===== src/rtl/base_askid_pkg.sv =====
// Shared definitions for the base_askid skid stage.
// State encodings equal the number of held beats, so occupancy is the state itself.
package base_askid_pkg;

    typedef enum logic [1:0] {
        ST_EMPTY = 2'd0,
        ST_ONE   = 2'd1,
        ST_TWO   = 2'd2
    } askid_state_e;

endpackage


===== src/rtl/base_askid.sv =====
// Two-entry registered valid/ready skid stage: breaks the combinational ready path
// from the downstream force stage while sustaining one beat per cycle.
module base_askid
    import base_askid_pkg::*;
#(
    parameter int width = 1
) (
    input  logic             clk,
    input  logic             reset_n,
    input  logic             flush,
    input  logic             i_v,
    output logic             i_r,
    input  logic [0:width-1] i_d,
    output logic             o_v,
    input  logic             o_r,
    output logic [0:width-1] o_d,
    output logic [1:0]       o_cnt
);

    askid_state_e     state_q, state_d;
    logic [0:width-1] hd_q, hd_d;
    logic [0:width-1] sk_q, sk_d;
    logic             accept;
    logic             deliver;

    // Handshake: a beat moves on a side only in a cycle where both valid and ready are high.
    // Ready here looks only at registered state plus flush, never at o_r or i_v.
    assign i_r     = (state_q != ST_TWO) & ~flush;
    assign o_v     = (state_q != ST_EMPTY);
    assign o_d     = hd_q;
    assign o_cnt   = state_q;
    assign accept  = i_v & i_r;
    assign deliver = o_v & o_r;

    always_comb begin
        state_d = state_q;
        hd_d    = hd_q;
        sk_d    = sk_q;
        case (state_q)
            ST_EMPTY: begin
                if (accept) begin
                    hd_d    = i_d;
                    state_d = ST_ONE;
                end
            end
            ST_ONE: begin
                if (accept && deliver) begin
                    hd_d = i_d;
                end else if (accept) begin
                    sk_d    = i_d;
                    state_d = ST_TWO;
                end else if (deliver) begin
                    state_d = ST_EMPTY;
                end
            end
            ST_TWO: begin
                if (deliver) begin
                    hd_d    = sk_q;
                    state_d = ST_ONE;
                end
            end
            default: state_d = ST_EMPTY;
        endcase
        // A deliver in the flush cycle still counts as consumed downstream.
        if (flush) begin
            state_d = ST_EMPTY;
        end
    end

    always_ff @(posedge clk or negedge reset_n) begin
        if (!reset_n) begin
            state_q <= ST_EMPTY;
            hd_q    <= '0;
            sk_q    <= '0;
        end else begin
            state_q <= state_d;
            hd_q    <= hd_d;
            sk_q    <= sk_d;
        end
    end

endmodule


===== config.mk =====
export PLATFORM = sky130hd
export DESIGN_NAME = base_askid
export DESIGN_NICKNAME = d
export VERILOG_FILES = /design/src/rtl/base_askid_pkg.sv /design/src/rtl/base_askid.sv
export SDC_FILE = /design/constraint.sdc
export NUM_CORES = 1
export LEC_CHECK = 0
export BUFFER_PORTS_ARGS = -buffer_cell sky130_fd_sc_hd__buf_2
export CORE_AREA = 4 4 41 43
export DETAILED_ROUTE_END_ITERATION = 16
export DIE_AREA = 0 0 45 47
export PLACE_DENSITY = 0.44
export SKIP_LAST_GASP = 1
export SLEW_MARGIN = 20
export SYNTH_ARGS = -nofsm -noshare
export SYNTH_HDL_FRONTEND = slang
export SYNTH_SLANG_ARGS = --single-unit

===== constraint.sdc =====
create_clock -name clk -period 2 [get_ports clk]
set_clock_uncertainty 0.2 [all_clocks]
set_input_delay 0.2 -clock clk [delete_from_list [all_inputs] [get_ports clk]]
set_output_delay 0.2 -clock clk [all_outputs]
set_load 0.02 [all_outputs]

==> results.py, run 1 <==
metrics = {
    "run_status": {
        "outcome": "finished clean",
    },
    "logic_synthesis": {
        "ys_ff_latch": 4,
        "synthCells": 23,
        "syn-cell-area_sq_um": 254.0,
        "ys_types": 17,
        "synth_simple_gate_area_share_pct": 31.03,
        "synthesis.nets": 29,
        "synth_top_family_by_area": "simple AND/OR/NAND/NOR gates",
        "synth-adder-area-share_pct": 0,
        "synthMuxAreaShare_pct": 18.72,
        "synth-compound-area-share_pct": 10.84,
        "syn_avg_cell_area_sq_um": 11.04,
        "ys_warn_count": 0,
        "ys_seq_area_share_pct": 39.41,
        "synth_xor_area_share_pct": 0,
    },
    "timing": {
        "period_share_pct": 81.07,
        "clock.fmax_mhz": 616.7,
        "hold_viol": 0,
        "finalMaxSlewViolations": 0,
        "holdWs_ns": 0.01192,
        "worst_pin_slew_ns": 0.3118,
        "maxSlewHeadroom_pct": 78.92,
        "layout_min_cycle_time_ns": 1.621,
        "setup_slack_ns": 0.3786,
        "fin_setup_tns_ns": 0,
        "rsz0062_at_grt": "false",
        "setup_violations": 0,
    },
    "placement": {
        "gp_congestion": 0.6148,
        "dp_cells": 48,
        "io_buffers": 10,
        "dp_hpwl_um": 465.5,
        "dp_slack_ns": 0.3816,
    },
    "job": {
        "cap_violations": 0,
    },
    "layout": {
        "final_common_cell": "buf_2",
        "final_nets": 45,
        "area_delta_synth_final_pct": 39.90,
        "drive_above_1_share_pct": 54.05,
        "n_antenna_cell": 0,
        "final_cell_mix": "10 x buf_2, 4 x dfrtp_1, 3 x clkbuf_4",
        "finalNonFillerCells": 52,
        "utilization_pct": 27.31,
    },
    "pwr": {
        "vdd_ir_drop_max_v": 0.0002193,
        "seq_power_share_pct": 39.4,
        "power_density_nw_per_um2": 735.4,
        "p_switching_uw": 68.48,
        "p_leak_uw": 0.0001624,
        "p_int_uw": 192.8,
        "p_sw_share_pct": 26.21,
        "pwr-share-clk_pct": 36.0,
        "power_frac_comb_pct": 24.6,
    },
    "setup_path": {
        "cpMaxStageDelayCell": "dfrtp_1",
        "path_class": "reg -> reg",
        "r2r_end": "o_d",
        "r2r_start": "o_cnt[1]",
        "endpoint": "o_d",
        "crit_chain": "nor2b_2, mux2_4, mux2_2",
        "r2r_slack_ns": 0.38,
        "cp-startpoint": "o_cnt[1]",
        "arrival_ns": 1.53,
        "worst_path_largest_cell_delay_ns": 0.45,
        "rr_worst_depth": 3,
        "worstSetupEndpointType": "register",
        "path_max_fanout": 8,
        "crit_required_ns": 1.91,
        "critPathLaunchType": "register",
    },
    "drt": {
        "vias": 220,
        "drt_iter0_drc": 2,
        "route.detailed.wl_per_inst_um": 10.83,
        "routed_wl_um": 563,
        "viasPerCell": 4.231,
        "first_pass_iters": 2,
        "drcViolationCount": 0,
        "ant_nets": 0,
    },
    "global_route": {
        "grt_pass1_wl_um": 938,
        "overflow": 0,
        "antenna_found_initial": 0,
        "first_global_vias": 238,
        "grt.total_usage_pct": 6.260,
        "grt_max_degree": 9,
    },
    "floorplanning": {
        "core_area_sq_um": 1301,
        "dieWidth_um": 45,
        "fp-row-count": 13,
        "start_util_pct": 19.52,
        "ios": 11,
        "fp.dieArea_sq_um": 2115,
        "dieHeight_um": 47,
    },
    "min_path": {
        "min_path_cells": 2,
        "worstHoldPathType": "in -> reg",
    },
    "clock_tree": {
        "cts.repair.resized": 0,
        "cts_inserted_buffers": 3,
        "clk_pin_slew_worst_paths_ns": 0.03,
        "clk-insertion-delay-late_ns": 0.23,
        "cts_root_buffer": "clkbuf_4",
        "clockBufferDepth": 2,
        "cts_tree": "yes",
        "cts_sinks": 4,
        "htreeDepth": 1,
    },
}
registers in the layout (all words and copies together), names as in the netlist:
signal / flops
sk_q: 1
o_d: 1
o_cnt: 2
stage by stage:
step / area (sq um) / power (uW)
after floorplan: 254.0 / 142.6
after global placement: 322.8 / 167.0
after detailed placement: 322.8 / 168.2
after CTS: 355.3 / 269.3
after global routing: 355.3 / 280.0
final: 355.3 / 261.3
worst min path at each step:
stage	start	end
after CTS	flush	o_cnt[1]
after floorplan	reset_n	o_cnt[0]
final	flush	o_cnt[1]
after global routing	i_d	sk_q
after global placement	reset_n	o_d
after detailed placement	reset_n	sk_q
cells in the mapped netlist:
cell type	number	area, sq um
dfrtp_1	4	100.1
a21oi_1	2	10.01
mux2_2	2	22.52
nor2_1	2	7.510
a211oi_1	1	7.510
and2b_2	1	8.760
mux2_4	1	15.01
mux2i_1	1	10.01
nand2_1	1	3.750
nand4bb_1	1	11.26
nor2b_2	1	8.760
nor3_1	1	5.000
nor4b_1	1	8.760
nor4bb_1	1	10.01
o21ba_2	1	10.01
or2_2	1	6.260
or3b_1	1	8.760
per-layer routing:
layer	part of all wire [%]	wire, um	up-vias	track usage, %
met5	0	0	-	0
met4	0	0	0	5.263
met3	5.9	33	0	1.533
met2	53	301	5	10.73
met1	40	228	99	6.422
li1	-	-	116	-
power by group through the flow:
| stage | clock network (uW) | logic, uW | registers (uW) |
|---|---|---|---|
| floorplan | 0 | 31.8 | 111 |
| global placement | 0 | 63.3 | 104 |
| detailed placement | 0 | 64.3 | 104 |
| CTS | 101 | 65.8 | 103 |
| global route | 104 | 71.4 | 105 |
| finish | 94.2 | 64.2 | 103 |
what timing repair did:
item / 4_1_cts / 5_1_grt
setup buffers: 0 / 0
hold endpoints to repair: 4 / 0
endpoints found under the setup margin: 0 / 0
hold buffers: 1 / 0
kinds of logic (layout without fill, tap and decap cells):
logic type	Yosys count	in the layout
mux	4	4
simple gates	11	11
compound gates	4	4
flops	4	4
buf+inv	0	14
final cells by class:
| type | count | area (sq um) |
|---|---|---|
| fill | 154 | 945.9 |
| sequential | 4 | 100.1 |
| timing repair buffer | 11 | 60.06 |
| clock buffer | 3 | 22.52 |
| multi-input combinational | 19 | 153.9 |
| tap | 15 | 18.77 |
critical path: cells and delay by family, from the launching register on:
family	cells	cell delay, ns
flip-flops	1	0.45
multiplexers	2	0.58
AND/OR/NAND/NOR	1	0.27
Power figures use the tool's default switching activity.
==> inputs of run 2 (changes only) <==
Settings changed: PLACE_DENSITY 0.44 to 0.45.
Clock period 2 ns to 1.4 ns, I/O delays scaled along.
==> run 2 against run 1 <==
The flow now finishes with violations (setup timing). Register-to-register slack lost 0.57 ns. Via count grew 22%. Sequential power rose by 42%. Non-clock buffer count increased by 7. Clock power is 67% higher. First-iteration DRC count down 100%. Clock-buffer cell count up 1. Core utilization rose by 8.3 points. Flip-flop and latch count stayed put. Combinational power grew 110%. Setup slack got worse by 0.57 ns.
==> results.py, run 2 (synthesized netlist as in run 1, its figures left out) <==
metrics = {
    "pwr": {
        "p_leak_uw": 0.0002042,
        "vdd_ir_drop_max_v": 0.0003583,
        "power_density_nw_per_um2": 940.5,
    },
    "setup_path": {
        "path_max_fanout": 4,
        "crit_required_ns": 1.31,
        "r2r_slack_ns": -0.19,
        "worstSetupEndpointType": "register",
        "critPathLaunchType": "register",
        "path_class": "reg -> reg",
        "r2r_start": "o_cnt[0]",
        "rr_worst_depth": 4,
        "arrival_ns": 1.51,
        "r2r_end": "o_d",
    },
    "global_route": {
        "antenna_found_initial": 0,
        "overflow": 0,
        "grt_pass1_wl_um": 1193,
        "grt.total_usage_pct": 8.168,
        "first_global_vias": 257,
        "grt_max_degree": 8,
    },
    "timing": {
        "layout_min_cycle_time_ns": 1.591,
        "finalMaxSlewViolations": 0,
        "hold_viol": 0,
        "rsz0062_at_grt": "true",
        "period_share_pct": 113.7,
        "maxSlewHeadroom_pct": 77.92,
        "setup_violations": 5,
        "setup_slack_ns": -0.1911,
        "worst_pin_slew_ns": 0.3267,
        "clock.fmax_mhz": 628.5,
    },
    "drt": {
        "first_pass_iters": 1,
        "vias": 269,
        "viasPerCell": 4.483,
        "route.detailed.wl_per_inst_um": 12.20,
        "drt_iter0_drc": 0,
        "ant_nets": 0,
        "routed_wl_um": 732,
        "drcViolationCount": 0,
    },
    "clock_tree": {
        "cts_sinks": 4,
        "cts_root_buffer": "clkbuf_4",
        "clk_pin_slew_worst_paths_ns": 0.04,
        "cts_tree": "yes",
        "clk-insertion-delay-late_ns": 0.23,
        "cts_inserted_buffers": 3,
        "clockBufferDepth": 2,
        "htreeDepth": 1,
    },
    "layout": {
        "area_delta_synth_final_pct": 82.27,
        "finalNonFillerCells": 60,
        "utilization_pct": 35.58,
        "final_nets": 52,
        "n_antenna_cell": 0,
        "final_cell_mix": "9 x buf_2, 4 x dlygate4sd3_1, 3 x clkbuf_4, 3 x buf_4",
        "final_common_cell": "buf_2",
        "largest_reg_flops": 2,
        "drive_above_1_share_pct": 66.67,
    },
    "placement": {
        "gp_congestion": 0.7382,
        "dp_cells": 51,
        "io_buffers": 10,
    },
    "floorplanning": {
        "core_area_sq_um": 1301,
        "fp-row-count": 13,
        "dieWidth_um": 45,
        "ios": 11,
        "dieHeight_um": 47,
        "start_util_pct": 19.52,
        "fp.dieArea_sq_um": 2115,
    },
    "run_status": {
        "outcome": "finished, violations left",
        "violations": "setup timing",
    },
    "job": {
        "cap_violations": 0,
    },
    "min_path": {
        "worstHoldPathType": "in -> async",
    },
}
==> run 2: cell count changes in the layout (fill, tap and decap cells not counted), moves of 2 or more <==
cell / delta
buf_4: +3
dfrtp_1: -2
dfrtp_2: +2
dlygate4sd3_1: +3
==> run 2: metal layers <==
metal	vias to the layer above	part of all wire (%)	GRT usage, %
met3	0	7.2	2.682
li1	131	-	-
met2	7	52	11.58
met5	-	0	0
met1	131	40	9.885
met4	0	0	7.018
==> run 2: critical path, cell delays in order, from the launching register on <==
cell and delay [ns]:
dfrtp_2 0.42, buf_12 0.14, nor2b_4 0.15, mux2_4 0.31
mux2_2 0.25
==> run 2: how the worst max path moves through the flow <==
stage	start	end	slack [ns]	depth (start not counted)
floorplan	o_cnt[1]	o_d	-0.14	3
global placement	o_cnt[1]	o_d	-0.08	3
detailed placement	o_cnt[1]	o_d	-0.08	3
CTS	o_cnt[0]	o_v	-0.18	3
global route	o_cnt[1]	o_v	-0.23	3
finish	o_cnt[0]	o_d	-0.19	4
==> run 2: cell type report <==
class / instances / area, sq um
fill: 136 / 838.3
multi-input combinational: 19 / 176.4
timing repair buffer: 18 / 138.9
sequential: 4 / 102.6
clock buffer: 4 / 26.28
tap: 15 / 18.77
==> run 2: timing repair <==
action,CTS,global route
setup endpoints to repair,5,5
resized for setup,2,3
setup buffers,1,0
pin swaps,2,0
hold endpoints to repair,6,0
hold buffers,4,0
==> run 2: where the power goes <==
part	total (uW)	internal, uW	switching [uW]	leakage (uW)
Combinational	132	74.6	57.7	0.000142
Clock	157	107	49.9	0.0000150
Sequential	146	135	11.4	0.0000477
Total	435	316	119	0.000204
==> run 2: stage by stage <==
step / TNS (ns) / cell area (sq um) / power, uW / setup slack (ns) / hold WS [ns]
CTS: -0.4974 / 450.4 / 441.5 / -0.1847 / 0.02713
finish: -0.5324 / 462.9 / 435.4 / -0.1911 / 0.04263
global placement: -0.08679 / 357.8 / 249.0 / -0.07640 / -0.2517
global route: -0.7336 / 462.9 / 475.8 / -0.2290 / 0.04751
detailed placement: -0.1184 / 357.8 / 251.5 / -0.07582 / -0.2477
floorplan: -0.1693 / 266.5 / 207.4 / -0.1390 / -0.3556
==> inputs of run 3 (changes only) <==
Settings changed: REMOVE_ABC_BUFFERS from default to 1.
==> run 3 against run 2 <==
The run still ends with setup timing left. Setup slack better by 0.040 ns. Largest power group is now registers. Flip-flop and latch count unchanged. Critical path type unchanged. Sequential share of layout area fell by 1.6 points. Final cell count rose by 3.3%. Critical path depth grew 1. Via count decreased by 2.2%. Clock-buffer cell count is 1 lower. Worst hold slack worse by 0.0084 ns. Fmax grew 2.6%.
==> results.py, run 3 (synthesized netlist as in run 1, its figures left out) <==
metrics = {
    "run_status": {
        "outcome": "finished, violations left",
        "violations": "setup timing",
    },
    "clock_tree": {
        "clockBufferDepth": 2,
        "cts_inserted_buffers": 3,
        "cts_tree": "yes",
        "cts_sinks": 4,
        "htreeDepth": 1,
        "cts_root_buffer": "clkbuf_4",
        "clk-insertion-delay-late_ns": 0.23,
        "clk_pin_slew_worst_paths_ns": 0.04,
    },
    "placement": {
        "dp_slack_ns": -0.07597,
        "place_area_sq_um": 360.3,
        "gp_congestion": 0.7403,
        "dp_hpwl_um": 504.5,
        "io_buffers": 10,
    },
    "setup_path": {
        "crit_required_ns": 1.31,
        "critPathLaunchType": "register",
        "path_max_fanout": 3,
        "worstSetupEndpointType": "register",
        "arrival_ns": 1.46,
        "rr_worst_depth": 5,
        "r2r_end": "o_d",
        "r2r_start": "o_cnt[1]",
        "r2r_slack_ns": -0.15,
        "path_class": "reg -> reg",
    },
    "layout": {
        "drive_above_1_share_pct": 68.09,
        "area_delta_synth_final_pct": 94.09,
        "final_common_cell": "buf_2",
        "final_cell_mix": "8 x buf_2, 7 x buf_6, 4 x dlygate4sd3_1",
        "n_antenna_cell": 0,
        "final_nets": 55,
        "largest_reg_flops": 2,
        "utilization_pct": 37.88,
        "final_area_sq_um": 493.0,
    },
    "drt": {
        "viasPerCell": 4.242,
        "ant_nets": 0,
        "drcViolationCount": 0,
        "first_pass_iters": 1,
        "routed_wl_um": 701,
        "drt_iter0_drc": 0,
        "vias": 263,
        "route.detailed.wl_per_inst_um": 11.31,
    },
    "pwr": {
        "vdd_ir_drop_max_v": 0.0004291,
        "power_density_nw_per_um2": 841.3,
        "power.total_uw": 414.7,
        "p_leak_uw": 0.0002216,
    },
    "timing": {
        "fin_setup_tns_ns": -0.5857,
        "finalMaxSlewViolations": 0,
        "clock.fmax_mhz": 644.6,
        "setup_violations": 6,
        "setup_slack_ns": -0.1513,
        "maxSlewHeadroom_pct": 84.96,
        "period_share_pct": 110.8,
        "worst_pin_slew_ns": 0.2243,
        "rsz0062_at_grt": "true",
        "layout_min_cycle_time_ns": 1.551,
        "hold_viol": 0,
    },
    "min_path": {
        "worstHoldPathType": "in -> async",
    },
    "floorplanning": {
        "core_area_sq_um": 1301,
        "dieWidth_um": 45,
        "ios": 11,
        "fp-row-count": 13,
        "fp.dieArea_sq_um": 2115,
        "dieHeight_um": 47,
        "start_util_pct": 19.52,
    },
    "global_route": {
        "grt_max_degree": 8,
        "antenna_found_initial": 0,
        "grt_pass1_wl_um": 1117,
        "first_global_vias": 282,
        "grt.total_usage_pct": 7.918,
        "overflow": 0,
    },
    "job": {
        "cap_violations": 0,
    },
}
==> run 3: final cells by class <==
cell class / count / area [sq um]
clock buffer: 3 / 22.52
tap: 15 / 18.77
multi-input combinational: 19 / 176.4
sequential: 4 / 101.3
timing repair buffer: 21 / 173.9
fill: 147 / 808.3
==> run 3: what timing repair did <==
item                                    CTS  global route
hold endpoints to repair                  6             0
pin swaps                                 4             4
cloned                                    0             0
resized for setup                        11             4
endpoints found under the setup margin    5             6
buffers inserted                          1             1
hold buffers                              4             0
==> run 3: worst max-delay path, cell delays in order (launching register included) <==
cell	delay (ns)
dfrtp_1	0.38
buf_6	0.13
buf_6	0.11
nor4bb_2	0.25
a211oi_1	0.08
mux2_2	0.28
==> run 3: layer usage <==
layer / routed length, um / track usage [%]
met5: 0 / 0
met4: 0 / 8.772
met3: 50 / 1.533
met2: 385 / 12.71
met1: 264 / 8.238
==> run 3: through the flow <==
step | hold slack (ns) | cells
after floorplan | -0.3556 | 23
after global placement | -0.2490 | 53
after detailed placement | -0.2520 | 53
after CTS | 0.02695 | 61
after global routing | 0.04596 | 62
final | 0.03421 | 62
==> run 3: how the worst max path moves through the flow <==
stage	startpoint	endpoint	slack [ns]
finish	o_cnt[1]	o_d	-0.15
detailed placement	o_cnt[0]	o_d	-0.08
global placement	o_cnt[1]	o_d	-0.06
global route	o_cnt[1]	o_d	-0.19
CTS	o_cnt[1]	o_d	-0.15
floorplan	o_cnt[1]	o_d	-0.26
==> run 3: where the power goes <==
group | internal (uW) | switching [uW] | leakage, uW | total (uW)
logic | 75.0 | 56.9 | 0.000159 | 132
clock network | 95.5 | 42.0 | 0.0000138 | 138
registers | 135 | 10.6 | 0.0000493 | 145
